$ cat src/rtl/l2_cache_update_arbiter.sv
// l2_cache_update_arbiter
// Owns the single write port of the L2 data memory. Three sources share it:
// the init sequencer (zero-fills every line after reset), the pipeline write
// stage (highest priority in RUN, cannot be stalled) and an auxiliary
// maintenance requester on a valid/ready handshake.
//
// Handshake: an aux transfer happens in a cycle where aux_req_valid and
// aux_req_ready are both 1. aux_req_ready is combinational and depends on
// the current pipe_update_enable. The requester must hold valid/index/data
// stable until the transfer. Every issued write shows up on mem_write_* one
// cycle later.
//
// When aux is blocked by the pipeline for STARVE_LIMIT consecutive cycles,
// pipe_stall_req asks upstream to stop issuing. Updates already in flight
// still win. The aux request is granted in the first idle pipeline cycle.
module l2_cache_update_arbiter #(
    parameter int ADDR_WIDTH    = 11,
    parameter int DATA_WIDTH    = 512,
    parameter int INIT_ON_RESET = 1,
    parameter int STARVE_LIMIT  = 8
) (
    input  logic                  clk,
    input  logic                  reset,
    input  logic                  pipe_update_enable,
    input  logic [ADDR_WIDTH-1:0] pipe_write_index,
    input  logic [DATA_WIDTH-1:0] pipe_update_data,
    input  logic                  aux_req_valid,
    input  logic [ADDR_WIDTH-1:0] aux_req_index,
    input  logic [DATA_WIDTH-1:0] aux_req_data,
    output logic                  aux_req_ready,
    output logic                  pipe_stall_req,
    output logic                  init_busy,
    output logic                  init_violation,
    output logic                  mem_write_en,
    output logic [ADDR_WIDTH-1:0] mem_write_index,
    output logic [DATA_WIDTH-1:0] mem_write_data,
    output logic                  state_dbg
);

    localparam int NUM_LINES = 1 << ADDR_WIDTH;
    localparam int CW        = $clog2(STARVE_LIMIT + 1);

    typedef enum logic {
        ST_INIT = 1'b0,
        ST_RUN  = 1'b1
    } state_t;

    localparam state_t            RESET_STATE = (INIT_ON_RESET != 0) ? ST_INIT : ST_RUN;
    localparam logic [ADDR_WIDTH:0] LAST_IDX  = (ADDR_WIDTH + 1)'(NUM_LINES - 1);
    localparam logic [ADDR_WIDTH:0] CNT_ONE   = (ADDR_WIDTH + 1)'(1);
    localparam logic [CW-1:0]     LIMIT       = CW'(STARVE_LIMIT);
    localparam logic [CW-1:0]     STARVE_ONE  = CW'(1);

    state_t                state;
    logic [ADDR_WIDTH:0]   init_cnt;
    logic [CW-1:0]         starve_cnt;
    logic                  aux_fire;

    // The state register is exposed so that checkers can observe the FSM.
    assign state_dbg     = state;

    // Ready only in RUN when the pipeline leaves the port free. Forced low in reset.
    assign aux_req_ready = reset && (state == ST_RUN) && !pipe_update_enable;
    assign aux_fire      = aux_req_valid && aux_req_ready;

    // While reset is held, report the state that will be entered on release.
    assign init_busy     = reset ? (state == ST_INIT) : (INIT_ON_RESET != 0);

    // Single FSM: init sweep, write-port scheduling, starvation tracking.
    always_ff @(posedge clk) begin
        if (!reset) begin
            state           <= RESET_STATE;
            init_cnt        <= '0;
            starve_cnt      <= '0;
            pipe_stall_req  <= 1'b0;
            init_violation  <= 1'b0;
            mem_write_en    <= 1'b0;
            mem_write_index <= '0;
            mem_write_data  <= '0;
        end else begin
            case (state)
                ST_INIT: begin
                    mem_write_en    <= 1'b1;
                    mem_write_index <= init_cnt[ADDR_WIDTH-1:0];
                    mem_write_data  <= '0;
                    init_cnt        <= init_cnt + CNT_ONE;
                    if (init_cnt == LAST_IDX) begin
                        state <= ST_RUN;
                    end
                    // Pipeline updates here are illegal. Drop them and remember it.
                    if (pipe_update_enable) begin
                        init_violation <= 1'b1;
                    end
                end
                ST_RUN: begin
                    if (pipe_update_enable) begin
                        mem_write_en    <= 1'b1;
                        mem_write_index <= pipe_write_index;
                        mem_write_data  <= pipe_update_data;
                    end else if (aux_req_valid) begin
                        mem_write_en    <= 1'b1;
                        mem_write_index <= aux_req_index;
                        mem_write_data  <= aux_req_data;
                    end else begin
                        mem_write_en    <= 1'b0;
                    end
                    // The counter tracks consecutive blocked aux cycles.
                    // The stall request follows the counter one cycle later.
                    if (aux_fire || !aux_req_valid) begin
                        starve_cnt     <= '0;
                        pipe_stall_req <= 1'b0;
                    end else begin
                        if (pipe_update_enable && (starve_cnt != LIMIT)) begin
                            starve_cnt <= starve_cnt + STARVE_ONE;
                        end
                        if (starve_cnt == LIMIT) begin
                            pipe_stall_req <= 1'b1;
                        end
                    end
                end
                default: begin
                    state <= RESET_STATE;
                end
            endcase
        end
    end

endmodule
$ cat config.mk
export PLATFORM = sky130hd
export DESIGN_NAME = l2_cache_update_arbiter
export DESIGN_NICKNAME = d
export VERILOG_FILES = /design/src/rtl/l2_cache_update_arbiter.sv
export SDC_FILE = /design/constraint.sdc
export NUM_CORES = 1
export LEC_CHECK = 0
export CAP_MARGIN = 20
export CORE_AREA = 5 5 614 616
export DETAILED_ROUTE_END_ITERATION = 7
export DIE_AREA = 0 0 619 621
export GPL_ROUTABILITY_DRIVEN = 1
export SETUP_SLACK_MARGIN = 0.4
export SLEW_MARGIN = 30
export SYNTH_ARGS = -nofsm -noshare
export SYNTH_HDL_FRONTEND = slang
export SYNTH_SLANG_ARGS = --single-unit
$ cat constraint.sdc
create_clock -name clk -period 1.55 [get_ports clk]
set_input_delay 0.2325 -clock clk [delete_from_list [all_inputs] [get_ports clk]]
set_output_delay 0.2325 -clock clk [all_outputs]
set_load 0.05 [all_outputs]
==> flow_metrics.py <==
metrics = {
    "drt": {
        "ant_nets": 0,
        "drtIter0Drc": 3020,
        "drc": 0,
        "routed_via_density": 3.249,
        "wl_um": 360800,
        "vias": 32620,
        "dr.pass1.iters": 5,
        "wire_per_inst_um": 35.93,
    },
    "timing": {
        "slew_viol_final": 0,
        "rsz0062_at_grt": "true",
        "clock_skew_ps": 33.39,
        "fin_ws_ps": -334.9,
        "finalHoldViolations": 0,
        "holdWs_ps": 87.00,
        "setup-violations-final": 516,
        "max_slew_margin_pct": 37.27,
        "tightest_slew_ps": 937.8,
        "post-route-min-period_ps": 1885,
        "max_clock_freq_mhz": 530.5,
        "fin_crit_sh_pct": 121.6,
    },
    "clock_tree": {
        "clkLatencyLatePin_ps": 770,
        "root_buffer": "clkbuf_16",
        "cts_tree": "yes",
        "cts_max_level": 3,
        "path_clk_slew_ps": 60,
        "ctsLongestPathBuffers": 4,
        "cts_buffers": 82,
        "clkSinkCount": 543,
    },
    "synthesis": {
        "ys_seq_elements": 543,
        "synth_most_common_cell": "nor2_1",
        "syn_inst": 2973,
        "synth_largest_area_cell": "dfxtp_1",
        "netlist_area_um2": 24630,
        "synthDistinctLibCells": 39,
        "ys.warnings.count": 0,
        "synth-edff-count": 0,
        "avgSynthCellArea_um2": 8.283,
        "synth_nets": 4026,
        "ys_seq_area_share_pct": 44.14,
        "synth_area_leaders": "dfxtp_1 (44%), mux2i_1 (21%), nor2_1 (16%)",
        "synth_common_cells": "nor2_1 (1030), dfxtp_1 (543), a21oi_1 (541), mux2i_1 (514), buf_2 (125)",
        "synth_top_area_share_pct": 44.14,
        "synth_ff_type": "dfxtp_1",
        "async_flop_share_pct": 0,
    },
    "grt": {
        "track_usage_pct": 17.68,
        "antenna_found_initial": 440,
        "grt_start_max_net_pins": 72,
        "grt_pass1_vias": 29820,
        "overflow": 0,
        "grt_pass1_wl_um": 419800,
    },
    "final_layout": {
        "final_net_count": 5956,
        "drive_above_1_share_pct": 34.33,
        "area_delta_synth_final_pct": 145.8,
        "final_area_um2": 60540,
        "utilization_pct": 16.33,
    },
    "worst_setup_path": {
        "ff2ff_setup_slack_ps": -330,
        "criticalPathCategory": "flop to flop",
        "crit_start": "state_dbg",
        "reg2reg_from": "state_dbg",
        "cp_max_fo": 8,
        "reg2regPathDepth": 11,
        "arrival_ps": 2590,
        "crit_path_end_kind": "flop",
        "critPathCapture": "mem_write_data[76]",
        "startpoint_type": "flop",
        "reg2reg_to": "mem_write_data[76]",
        "cp.required_ps": 2250,
    },
    "place": {
        "placed_area_um2": 49640,
        "dpl.hpwl_um": 319900,
        "io_buffers": 1578,
        "place.gp.congestion": 0.9674,
    },
    "flow_run": {
        "max_cap_violations": 0,
    },
    "status": {
        "status": "complete, but fails checks",
        "violations": "negative setup slack",
    },
    "die": {
        "rows": 224,
        "start_util_pct": 6.641,
        "core_um2": 370800,
        "die_w_um": 619,
        "ios": 1579,
        "die_h_um": 621,
        "die_area_um2": 384400,
    },
    "power_and_ir_drop": {
        "p_per_area_nw_per_um2": 667.6,
        "switching_share_pct": 27.11,
        "ir_drop_uv": 675.4,
        "combPwrFrac_pct": 17.1,
        "power_frac_seq_pct": 33.9,
        "leakagePower_uw": 0.02275,
        "p_clk_share_pct": 49.0,
        "p_switching_uw": 10960,
        "power.internal_uw": 29460,
    },
    "worst_hold_path": {
        "hold_class": "input pin to flop",
    },
}
## registers in the layout, indices dropped and copies added (netlist names)
register         flops
mem_write_data     512
init_cnt            12
mem_write_index     11
starve_cnt           4
init_violation       1
mem_write_en         1
pipe_stall_req       1
state_dbg            1
## cells in the final DEF (no fill, tap or decap), types with 5 or more instances in the layout
| master | instances |
|---|---|
| a21oi_1 | 538 |
| and2_1 | 9 |
| buf_12 | 363 |
| buf_16 | 17 |
| buf_4 | 143 |
| buf_6 | 38 |
| buf_8 | 205 |
| bufbuf_16 | 5 |
| bufinv_16 | 7 |
| clkbuf_1 | 11 |
| clkbuf_16 | 109 |
| clkbuf_8 | 15 |
| clkdlybuf4s50_1 | 1047 |
| clkinv_2 | 13 |
| dfxtp_1 | 14 |
| dfxtp_2 | 370 |
| dfxtp_4 | 159 |
| diode_2 | 108 |
| dlygate4sd3_1 | 243 |
| inv_1 | 13 |
| mux2i_1 | 514 |
| nand2_1 | 11 |
| nor2_1 | 810 |
| nor2_2 | 165 |
| nor2_4 | 55 |
| o221ai_2 | 7 |
## stage by stage
step | worst slack, ps | cells | setup TNS [ps] | power [µW]
after global placement | -279.9 | 9445 | -93700 | 20130
final | -334.9 | 10040 | -100830 | 40420
after detailed placement | -318.2 | 9445 | -113700 | 20140
after CTS | -438.2 | 9900 | -141020 | 41050
after global routing | -421.8 | 9982 | -164530 | 41990
after floorplan | 197.8 | 2973 | 0 | 16520
## area by class of cell
type,count,area (µm²)
multi-input combinational,2175,13320
clock inverter,31,375.4
sequential,543,11930
tap,4972,6221
fill,41260,310300
inverter,14,52.55
antenna,108,270.3
clock buffer,110,2350
timing repair buffer,2087,26020
## metal layers
| layer | up-vias | part of all wire, % | GRT usage (%) |
|---|---|---|---|
| met2 | 2365 | 47 | 30.20 |
| li1 | 14040 | - | - |
| met1 | 15140 | 32 | 17.20 |
| met3 | 902 | 17 | 13.12 |
| met5 | - | 0.33 | 0 |
| met4 | 172 | 3.1 | 3.373 |
## power by group through the flow
| stage | clock network (µW) | logic, µW | registers, µW |
|---|---|---|---|
| after global placement | 0 | 5840 | 14300 |
| after global routing | 21000 | 7290 | 13700 |
| after CTS | 20600 | 6780 | 13700 |
| after detailed placement | 0 | 5850 | 14300 |
| after floorplan | 0 | 2210 | 14300 |
| final | 19800 | 6900 | 13700 |
## cells by family (layout without fill, tap and decap cells)
kind of cell / Yosys count / count (layout) / synth area share [%]
AO/OA/AOI/OAI: 566 / 566 / 11.75
XOR/XNOR: 8 / 8 / 0.2845
adder cells (fa/ha/maj): 3 / 3 / 0.1524
buffers and inverters: 255 / 2242 / 5.772
flip-flops: 543 / 543 / 44.14
multiplexers: 514 / 514 / 20.89
other: 0 / 108 / 0
AND/OR/NAND/NOR: 1084 / 1084 / 17.01
## worst min-delay path by stage
| stage | startpoint | to | slack, ps | cells past startpoint |
|---|---|---|---|---|
| detailed placement | init_violation | init_violation | 460 | 1 |
| global route | pipe_update_data[437] | mem_write_data[437] | 20 | 3 |
| floorplan | pipe_update_data[0] | mem_write_data[0] | 380 | 2 |
| global placement | init_violation | init_violation | 450 | 1 |
| finish | pipe_update_data[393] | mem_write_data[393] | 90 | 3 |
| CTS | pipe_update_data[287] | mem_write_data[287] | 0.4 | 3 |
## critical path, cell delays in order, from the launching register on
cell       delay (ps)
dfxtp_4           390
nand2_8            60
buf_4             140
buf_6             100
buf_6             100
buf_6             100
buf_6             110
buf_12            130
buf_16            160
buf_16            180
clkbuf_16         190
nor2_2            100
## repair_timing
action,in CTS,in global routing
hold endpoints to repair,258,0
endpoints found under the setup margin,1029,1066
pin swaps,20,6
buffers inserted,63,0
hold buffers,244,0
cloned,7,32
gates resized for setup,1201,309
No activity file was read; power rests on OpenSTA's default activity.
==> edit: new RTL, config.mk and constraints unchanged <==
Register the output `state_dbg` once more, cleared by the reset; this adds one clock of latency there. The other outputs are not delayed to match.
--- a/src/rtl/l2_cache_update_arbiter.sv
+++ b/src/rtl/l2_cache_update_arbiter.sv
@@ -58,5 +58,11 @@
 
     // The state register is exposed so that checkers can observe the FSM.
-    assign state_dbg     = state;
+    always_ff @(posedge clk) begin
+        if (!reset) begin
+            state_dbg <= '0;
+        end else begin
+            state_dbg <= state;
+        end
+    end
 
     // Ready only in RUN when the pipeline leaves the port free. Forced low in reset.
Behaviour: same outputs for any inputs over 4 cycles, from zero or initial values and one cycle with reset low; that may be too few to reach the edited logic, so the function may still have changed.
==> edit against the original RTL <==
  * Largest cell class unchanged
  * Power shrank 5.4%
  * Wire length down 12%
  * Highest routed layer unchanged
  * Synthesized area grew 0.29%
  * Clock power is 9.6% lower
  * Fmax fell by 5.7%
  * Sequential cell count up 1
  * Worst hold slack better by 0.0024 ns
  * Via count is 4.1% lower
  * Design area decreased by 4.3%
  * The run still ends with setup timing left
  * Setup slack worse by 0.11 ns
  * Critical path depth is 6 lower
==> edit: results (changes against the original RTL) <==
metric	value	unit	change
yosys-top-cells-count	nor2_1 (1029), a21oi_1 (544), dfxtp_1 (544), mux2i_1 (513), buf_2 (134)		was nor2_1 (1030), dfxtp_1 (543), a21oi_1 (541), mux2i_1 (514), buf_2 (125)
synth.area.top_cells	dfxtp_1 (44%), mux2i_1 (21%), nor2_1 (16%)		unchanged
grt_pass1_vias	29155		was 29.82k
layout_setup_ws	-0.4487	ns	was -0.3349 ns
antenna_found_initial	423		was 440
violations	setup timing		unchanged
min_from	pipe_update_data[421]		was pipe_update_data[393]
fin_cells	9979		was 10.04k
grt_max_degree	61		was 72
path_max_fanout	5		was 8
yosysSeqAreaShare	0.4409		was 0.4414
setup_violations	378		was 516
hold_end	mem_write_data[421]		was mem_write_data[393]
status	finished with violations		unchanged
hpwl	281200	um	was 319900 um
syn_inst	2974		was 2973
postSynthNetCount	4027		was 4026
slowest_stage	dfxtp_2		was dfxtp_4
total_leakage_power	21.88	nW	was 22.75 nW
drive_gt1_frac	0.3248		was 0.3433
viasPerCell	3.134		was 3.249
r2r_setup_slack	-0.19	ns	was -0.33 ns
ir_drop	573.5	uV	was 675.4 uV
yosysUniqueCellTypes	40		was 39
placed_cells	9467		was 9445
r2r-end	mem_write_data[109]		was mem_write_data[76]
-- edit: cells by family (layout without fill, tap and decap cells) --
| group | after synthesis | count (layout) | synth area share |
|---|---|---|---|
| xor+xnor | 8 | 8 | 0.002837 |
| other cells | 0 | 151 | 0 |
| buf+inv | 258 | 2140 | 0.05968 |
| simple gates | 1080 | 1080 | 0.1694 |
| flops | 544 | 544 | 0.4409 |
| fa+ha+maj | 3 | 3 | 0.001520 |
| compound gates | 568 | 568 | 0.1177 |
| mux | 513 | 513 | 0.2079 |
-- edit: per-stage QoR --
stage	cell area (um2)	total power [mW]	setup WS (ns)	setup TNS (ns)	utilization
finish	57940	38.24	-0.4487	-26.30	0.1562
global route	57790	39.83	-0.5655	-70.39	0.1558
CTS	56280	38.94	-0.5767	-113.35	0.1518
global placement	48440	20.08	-0.2511	-77.07	0.1306
detailed placement	48440	20.09	-0.2427	-74.24	0.1306
floorplan	24960	16.60	0.2582	0	-
-- edit: area by class of cell --
type	count	area, um2
Sequential cell	544	11800
Clock inverter	25	231.5
Timing Repair Buffer	1993	24140
Fill cell	41571	312900
Tap cell	4972	6221
Antenna cell	151	377.9
Clock buffer	105	2225
Multi-Input combinational cell	2172	12860
Inverter	17	80.08
-- edit: where the power goes --
group	internal, mW	switching [mW]	total (mW)
logic	3.87	2.60	6.46
clock network	10.2	7.70	17.9
registers	13.8	0.0210	13.8
total	27.9	10.3	38.2
-- edit: metal layers --
layer / GRT usage / vias up / part of all wire
li1: - / 13866 / -
met1: 0.1562 / 14337 / 0.34
met2: 0.2569 / 1993 / 0.47
met3: 0.09606 / 902 / 0.14
met4: 0.06876 / 172 / 0.051
met5: 0 / - / 0.0035
-- edit: how the worst max path moves through the flow --
stage	from	end	slack (ns)	cells past startpoint
3_5_place_dp	reset	mem_write_data[50]	-0.24	6
2_1_floorplan	state	aux_req_ready	0.26	5
3_3_place_gp	reset	mem_write_data[90]	-0.25	6
4_1_cts	state	aux_req_ready	-0.58	5
6_report	state	aux_req_ready	-0.45	5
5_1_grt	state	aux_req_ready	-0.57	5
-- edit: timing repair --
| item | CTS | global route |
|---|---|---|
| buffers inserted | 38 | 8 |
| resized for setup | 1297 | 212 |
| hold endpoints to repair | 169 | 0 |
| pin swaps | 4 | 8 |
| endpoints found under the setup margin | 1049 | 1064 |
| gates cloned | 1 | 22 |
| hold buffers | 162 | 0 |
-- edit: critical path, delay by kind of cell (launching register included) --
| family | cells | cell delay (ns) |
|---|---|---|
| buf+inv | 3 | 0.34 |
| flops | 1 | 0.33 |
| simple gates | 2 | 0.28 |
